$ cat src/rtl/mem_arb_pkg.sv
// Shared types and defaults for the instruction/data cache memory-port arbiter.
// Requester ids double as grant-vector bit positions (IC = bit 0, DC = bit 1).
package mem_arb_pkg;

    localparam int LINE_W_DEF = 128;
    localparam int ADDR_W_DEF = 32;

    typedef enum logic [1:0] {
        IDLE  = 2'd0,
        ISSUE = 2'd1,
        RESP  = 2'd2
    } state_t;

    typedef enum logic {
        REQ_IC = 1'b0,
        REQ_DC = 1'b1
    } req_t;

endpackage

$ cat src/rtl/mem_port_arbiter_rr_arb2.sv
// Two-way round-robin picker: on a tie the requester not granted last time wins.
module rr_arb2
    import mem_arb_pkg::*;
(
    input  logic [1:0] i_req,
    input  req_t       i_last,
    output logic [1:0] o_grant
);

    always_comb begin
        o_grant = '0;
        case (i_req)
            2'b01:   o_grant = 2'b01;
            2'b10:   o_grant = 2'b10;
            2'b11:   o_grant = (i_last == REQ_IC) ? 2'b10 : 2'b01;
            default: o_grant = '0;
        endcase
    end

endmodule

$ cat src/rtl/mem_port_arbiter.sv
// Shares one memory port between icache refill and dcache refill/writeback,
// one registered transaction at a time with a one-cycle ready pulse per grant.
module mem_port_arbiter
    import mem_arb_pkg::*;
#(
    parameter int LINE_W = LINE_W_DEF,
    parameter int ADDR_W = ADDR_W_DEF
) (
    input  logic              clk,
    input  logic              reset,
    input  logic              ic_req,
    input  logic [ADDR_W-1:0] ic_addr,
    output logic              ic_ready,
    output logic [LINE_W-1:0] ic_rdata,
    input  logic              dc_req,
    input  logic              dc_we,
    input  logic [ADDR_W-1:0] dc_addr,
    input  logic [LINE_W-1:0] dc_wdata,
    output logic              dc_ready,
    output logic [LINE_W-1:0] dc_rdata,
    output logic              mem_req,
    output logic              mem_we,
    output logic [ADDR_W-1:0] mem_addr,
    output logic [LINE_W-1:0] mem_wdata,
    input  logic              mem_ready,
    input  logic [LINE_W-1:0] mem_rdata,
    output logic              busy
);

    state_t            r_state;
    req_t              r_win;
    req_t              r_last;
    logic              r_we;
    logic [ADDR_W-1:0] r_addr;
    logic [LINE_W-1:0] r_wdata;
    logic              r_mem_req;
    logic              r_busy;
    logic              r_ic_ready;
    logic              r_dc_ready;
    logic [LINE_W-1:0] r_ic_line;
    logic [LINE_W-1:0] r_dc_line;

    logic [1:0]        w_grant;

    rr_arb2 u_rr_arb2 (
        .i_req   ({dc_req, ic_req}),
        .i_last  (r_last),
        .o_grant (w_grant)
    );

    // Per-port capture registers are the rdata outputs, so read data is valid
    // in the same cycle as the ready pulse and holds until that port's next read.
    always_ff @(posedge clk) begin
        if (reset) begin
            r_state    <= IDLE;
            r_win      <= REQ_IC;
            r_last     <= REQ_IC;
            r_we       <= 1'b0;
            r_addr     <= '0;
            r_wdata    <= '0;
            r_mem_req  <= 1'b0;
            r_busy     <= 1'b0;
            r_ic_ready <= 1'b0;
            r_dc_ready <= 1'b0;
            r_ic_line  <= '0;
            r_dc_line  <= '0;
        end else begin
            case (r_state)
                IDLE: begin
                    if (w_grant[1]) begin
                        r_win     <= REQ_DC;
                        r_we      <= dc_we;
                        r_addr    <= dc_addr;
                        r_wdata   <= dc_wdata;
                        r_mem_req <= 1'b1;
                        r_busy    <= 1'b1;
                        r_state   <= ISSUE;
                    end else if (w_grant[0]) begin
                        r_win     <= REQ_IC;
                        r_we      <= 1'b0;
                        r_addr    <= ic_addr;
                        r_wdata   <= '0;
                        r_mem_req <= 1'b1;
                        r_busy    <= 1'b1;
                        r_state   <= ISSUE;
                    end
                end
                ISSUE: begin
                    if (mem_ready) begin
                        r_mem_req <= 1'b0;
                        r_state   <= RESP;
                        if (r_win == REQ_IC) begin
                            r_ic_ready <= 1'b1;
                            r_ic_line  <= mem_rdata;
                        end else begin
                            r_dc_ready <= 1'b1;
                            if (!r_we) begin
                                r_dc_line <= mem_rdata;
                            end
                        end
                    end
                end
                RESP: begin
                    r_ic_ready <= 1'b0;
                    r_dc_ready <= 1'b0;
                    r_last     <= r_win;
                    r_busy     <= 1'b0;
                    r_state    <= IDLE;
                end
                default: begin
                    r_state <= IDLE;
                end
            endcase
        end
    end

    assign ic_ready  = r_ic_ready;
    assign ic_rdata  = r_ic_line;
    assign dc_ready  = r_dc_ready;
    assign dc_rdata  = r_dc_line;
    assign mem_req   = r_mem_req;
    assign mem_we    = r_we;
    assign mem_addr  = r_addr;
    assign mem_wdata = r_wdata;
    assign busy      = r_busy;

endmodule

$ cat config.mk
export PLATFORM = sky130hd
export DESIGN_NAME = mem_port_arbiter
export DESIGN_NICKNAME = d
export VERILOG_FILES = /design/src/rtl/mem_arb_pkg.sv /design/src/rtl/mem_port_arbiter_rr_arb2.sv /design/src/rtl/mem_port_arbiter.sv
export SDC_FILE = /design/constraint.sdc
export NUM_CORES = 1
export LEC_CHECK = 0
export ABC_CLOCK_PERIOD_IN_PS = 4200
export BUFFER_PORTS_ARGS = -buffer_cell sky130_fd_sc_hd__buf_2
export CAP_MARGIN = 10
export CORE_AREA = 8 8 286 288
export CTS_CLUSTER_SIZE = 16
export DETAILED_ROUTE_END_ITERATION = 16
export DIE_AREA = 0 0 294 296
export MAX_ROUTING_LAYER = met4
export PLACE_DENSITY_LB_ADDON = 0.08
export SYNTH_ARGS = -nofsm -noshare
export SYNTH_HDL_FRONTEND = slang
export SYNTH_SLANG_ARGS = --single-unit
$ cat constraint.sdc
create_clock -name clk -period 4.2 [get_ports clk]
set_clock_uncertainty 0.05 [all_clocks]
set_input_delay 0.42 -clock clk [delete_from_list [all_inputs] [get_ports clk]]
set_output_delay 0.42 -clock clk [all_outputs]
set_load 0.01 [all_outputs]
==> results.tsv <==
stage	metric	value	unit
worst_setup_path	R2R Path End	dc_rdata[71]	
worst_setup_path	Critical Path RT	4.65	ns
yosys	Post-synth EDFFs	0	
sta	crit share post-route	0.594	
pwr	Clock Power Share	0.435	
detailed_routing	Pre-antenna DRT Iters	4	
worst_hold_path	Hold Path Depth	3	
yosys	Ys Warns	0	
floorplan	area of the die	87000	µm²
floorplan	DIE WIDTH	294	µm
cells_and_area	share of cells above drive strength 1	0.343	
detailed_routing	DRT iter0 DRCs	542	
clocking	Sink Count	425	
place	GP Congestion	0.824	
pwr	sw frac	0.262	
detailed_routing	Vias/cell	4.12	
worst_setup_path	Crit. End Element	flop	
cells_and_area	Layout area overhead	53.5	%
worst_hold_path	min-delay src	mem_rdata[17]	
worst_hold_path	Hold Path Class	in -> reg	
worst_setup_path	CP arrival	2.94	ns
pwr	total power	10100	µW
sta	Max Slew Vio Count	0	
yosys	largest area contributor in the netlist	dfxtp_1	
place	port bufs	746	
place	dpl hpwl	53000	µm
clocking	CTS resizes	0	
yosys	synthesized netlist cell count	1618	
yosys	Post-Syn Nets	1944	
global_route	first-pass GRT wire length	103000	µm
floorplan	core area	77000	µm²
yosys	#FFs+latches synth	425	
place	placed cell area	20500	µm²
pwr	Pint	7420	µW
cells_and_area	area of all placed cells without fillers	24500	µm²
cells_and_area	Net count, final	2856	
pwr	Peak VDD IR	0.224	mV
global_route	total track usage	0.160	
sta	final worst path period need	2.49	ns
pwr	Switching Power	2640	µW
clocking	CTS Root Cell	clkbuf_16	
global_route	largest net degree at the start of global routing	204	
sta	Slew Limit Headroom	0.256	
worst_setup_path	CP Class	reg -> reg	
floorplan	DIE HEIGHT	296	µm
outcome	outcome	completed	
global_route	global route overflow	0	
worst_setup_path	Reg-to-Reg Start	r_state[0]	
yosys	Mapped Area	16000	µm²
sta	RSZ-0062 raised after global routing	false	
job	Max-cap violations	0	
yosys	Top FF cell, synth	dfxtp_1	
cells_and_area	final design utilization	0.318	
sta	timing-limited maximum frequency	0.401	GHz
detailed_routing	routed vias	14900	
sta	Hold Vio Cnt, Final	0	
yosys	top cells by area, synth	dfxtp_1 (53%), nand2b_1 (10%), mux2i_1 (8.1%), nand2_1 (7.6%), a22o_1 (7.1%)	
detailed_routing	wire per inst	20.1	µm
floorplan	Initial Util	0.207	
yosys	async set-reset flop share out of synthesis	0	
floorplan	Boundary Pins	747	
clocking	total CTS buffers	52	
place	Post-Place Cells	3286	
sta	Sum Neg Setup Slack	0	ns
worst_setup_path	Critical Path Max Stage Delay	0.67	ns
clocking	maximum clock insertion buffer count	3	
worst_setup_path	FF-to-FF setup slack	1.71	ns
pwr	sequential share of power	0.430	
detailed_routing	DR DRC count	0	
yosys	Synth cell types	29	
global_route	initial antenna violation count	9	
worst_setup_path	Startpoint Class	flop	
clocking	worst skew pair latency	0.58	ns
global_route	number of global-route vias before repair	15400	
yosys	Synth top area share	0.533	
worst_setup_path	Critical Path Slowest Stage Cell	buf_12	
pwr	Pleak	0.0107	µW
yosys	Post-synth top cells	dfxtp_1 (425), nand2_1 (324), nand2b_1 (257)	
sta	Final setup viols	0	
clocking	Hold Buf Count CTS	230	
clocking	CTS tree	yes	
floorplan	std cell rows	102	
detailed_routing	post-detailed-routing wire length	72600	µm
pwr	Logic pwr share	0.134	
worst_setup_path	crit path cell chain	nand4b_1 > nor2_4 > buf_12 > mux2i_1	
clocking	post-CTS setup buffer count	0	
yosys	most common cell in the netlist	dfxtp_1	
worst_hold_path	hold endpoint	ic_rdata[17]	
clocking	CTS H-tree depth	2	
cells_and_area	Finished Layout Cells	3611	
clocking	CTS clk-pin slew, worst paths	0.06	ns
yosys	syn avg cell area	9.86	µm²
sta	worst-margin pin slew	1.12	ns
worst_setup_path	Reg2Reg Depth	4	
yosys	sequential element share of the synthesized area	0.533	
detailed_routing	DRT antenna net count	0	
pwr	Cell Pwr Density	411	nW/µm²
worst_setup_path	maximum fanout along the worst path	126	
layout by cell type (no fill, tap or decap), drive strengths merged:
master       instances
nand3b               1
nor2                 5
a22o               129
clkinv               7
bufinv               1
dlygate4sd3        230
inv                  3
and2                 1
a21bo                2
clkbuf              76
nand4b               1
mux2i              129
nand4bb              1
a21oi              167
or2                  1
dfxtp              425
nor4                 1
nand2b             257
a311oi              32
diode                9
nand2              324
a21boi               1
or3                  1
a211oi               1
and4bb               1
buf                765
routing by layer:
metal | global-route usage | part of all wire
met5 | - | 0
met4 | 0.0577 | 0.036
met3 | 0.0571 | 0.085
met2 | 0.280 | 0.50
met1 | 0.166 | 0.38
worst max-delay path by stage:
stage	start	end	slack (ns)	cells after the start
floorplan	ic_req	mem_addr[2]	2.67	6
global placement	ic_req	mem_addr[18]	1.69	4
detailed placement	ic_req	mem_addr[19]	1.68	4
CTS	r_state[0]	dc_rdata[71]	1.69	4
global route	r_state[0]	dc_rdata[71]	1.61	4
finish	r_state[0]	dc_rdata[71]	1.71	4
registers in the layout (all words and copies together) (netlist names):
| name | cells |
|---|---|
| ic_rdata | 128 |
| mem_we | 1 |
| mem_wdata | 128 |
| r_win | 1 |
| ic_ready | 1 |
| busy | 1 |
| mem_addr | 32 |
| dc_ready | 1 |
| mem_req | 1 |
| r_state | 2 |
| dc_rdata | 128 |
| r_last | 1 |
final cells by class:
class                           count  area [µm²]
Clock buffer                       76        1530
Inverter                            1        3.75
Timing Repair Buffer              995        6300
Clock inverter                     10        93.8
Tap cell                         1040        1300
Sequential cell                   425        8510
Fill cell                        8151       52500
Multi-Input combinational cell   1055        6730
Antenna cell                        9        22.5
kinds of logic after synthesis:
kind of cell | count (synthesis) | synth area share
and+or+nand+nor | 594 | 0.184
muxes | 129 | 0.0809
AOI/OAI and AO/OA | 332 | 0.155
buffers and inverters | 138 | 0.0469
DFF | 425 | 0.533
worst max-delay path, delay by kind of cell, from the launching register on:
kind / cells / cell delay, ns
buffers and inverters: 1 / 0.67
AND/OR/NAND/NOR: 2 / 0.57
flip-flops: 1 / 0.57
multiplexers: 1 / 0.30
per-stage QoR:
stage               hold slack (ns)  worst slack, ns
finish                       0.0490             1.71
global route                 0.0107             1.61
CTS                      0.00000155             1.69
detailed placement            0.393             1.68
global placement              0.390             1.69
floorplan                     0.431             2.67
power groups by stage:
stage	combinational, µW	sequential (µW)	clock, µW
after floorplan	526	4500	0
after global placement	1190	4410	0
after detailed placement	1190	4410	0
after CTS	1380	4330	4580
after global routing	1470	4350	4730
final	1350	4330	4380
No activity file was read; power rests on OpenSTA's default activity.
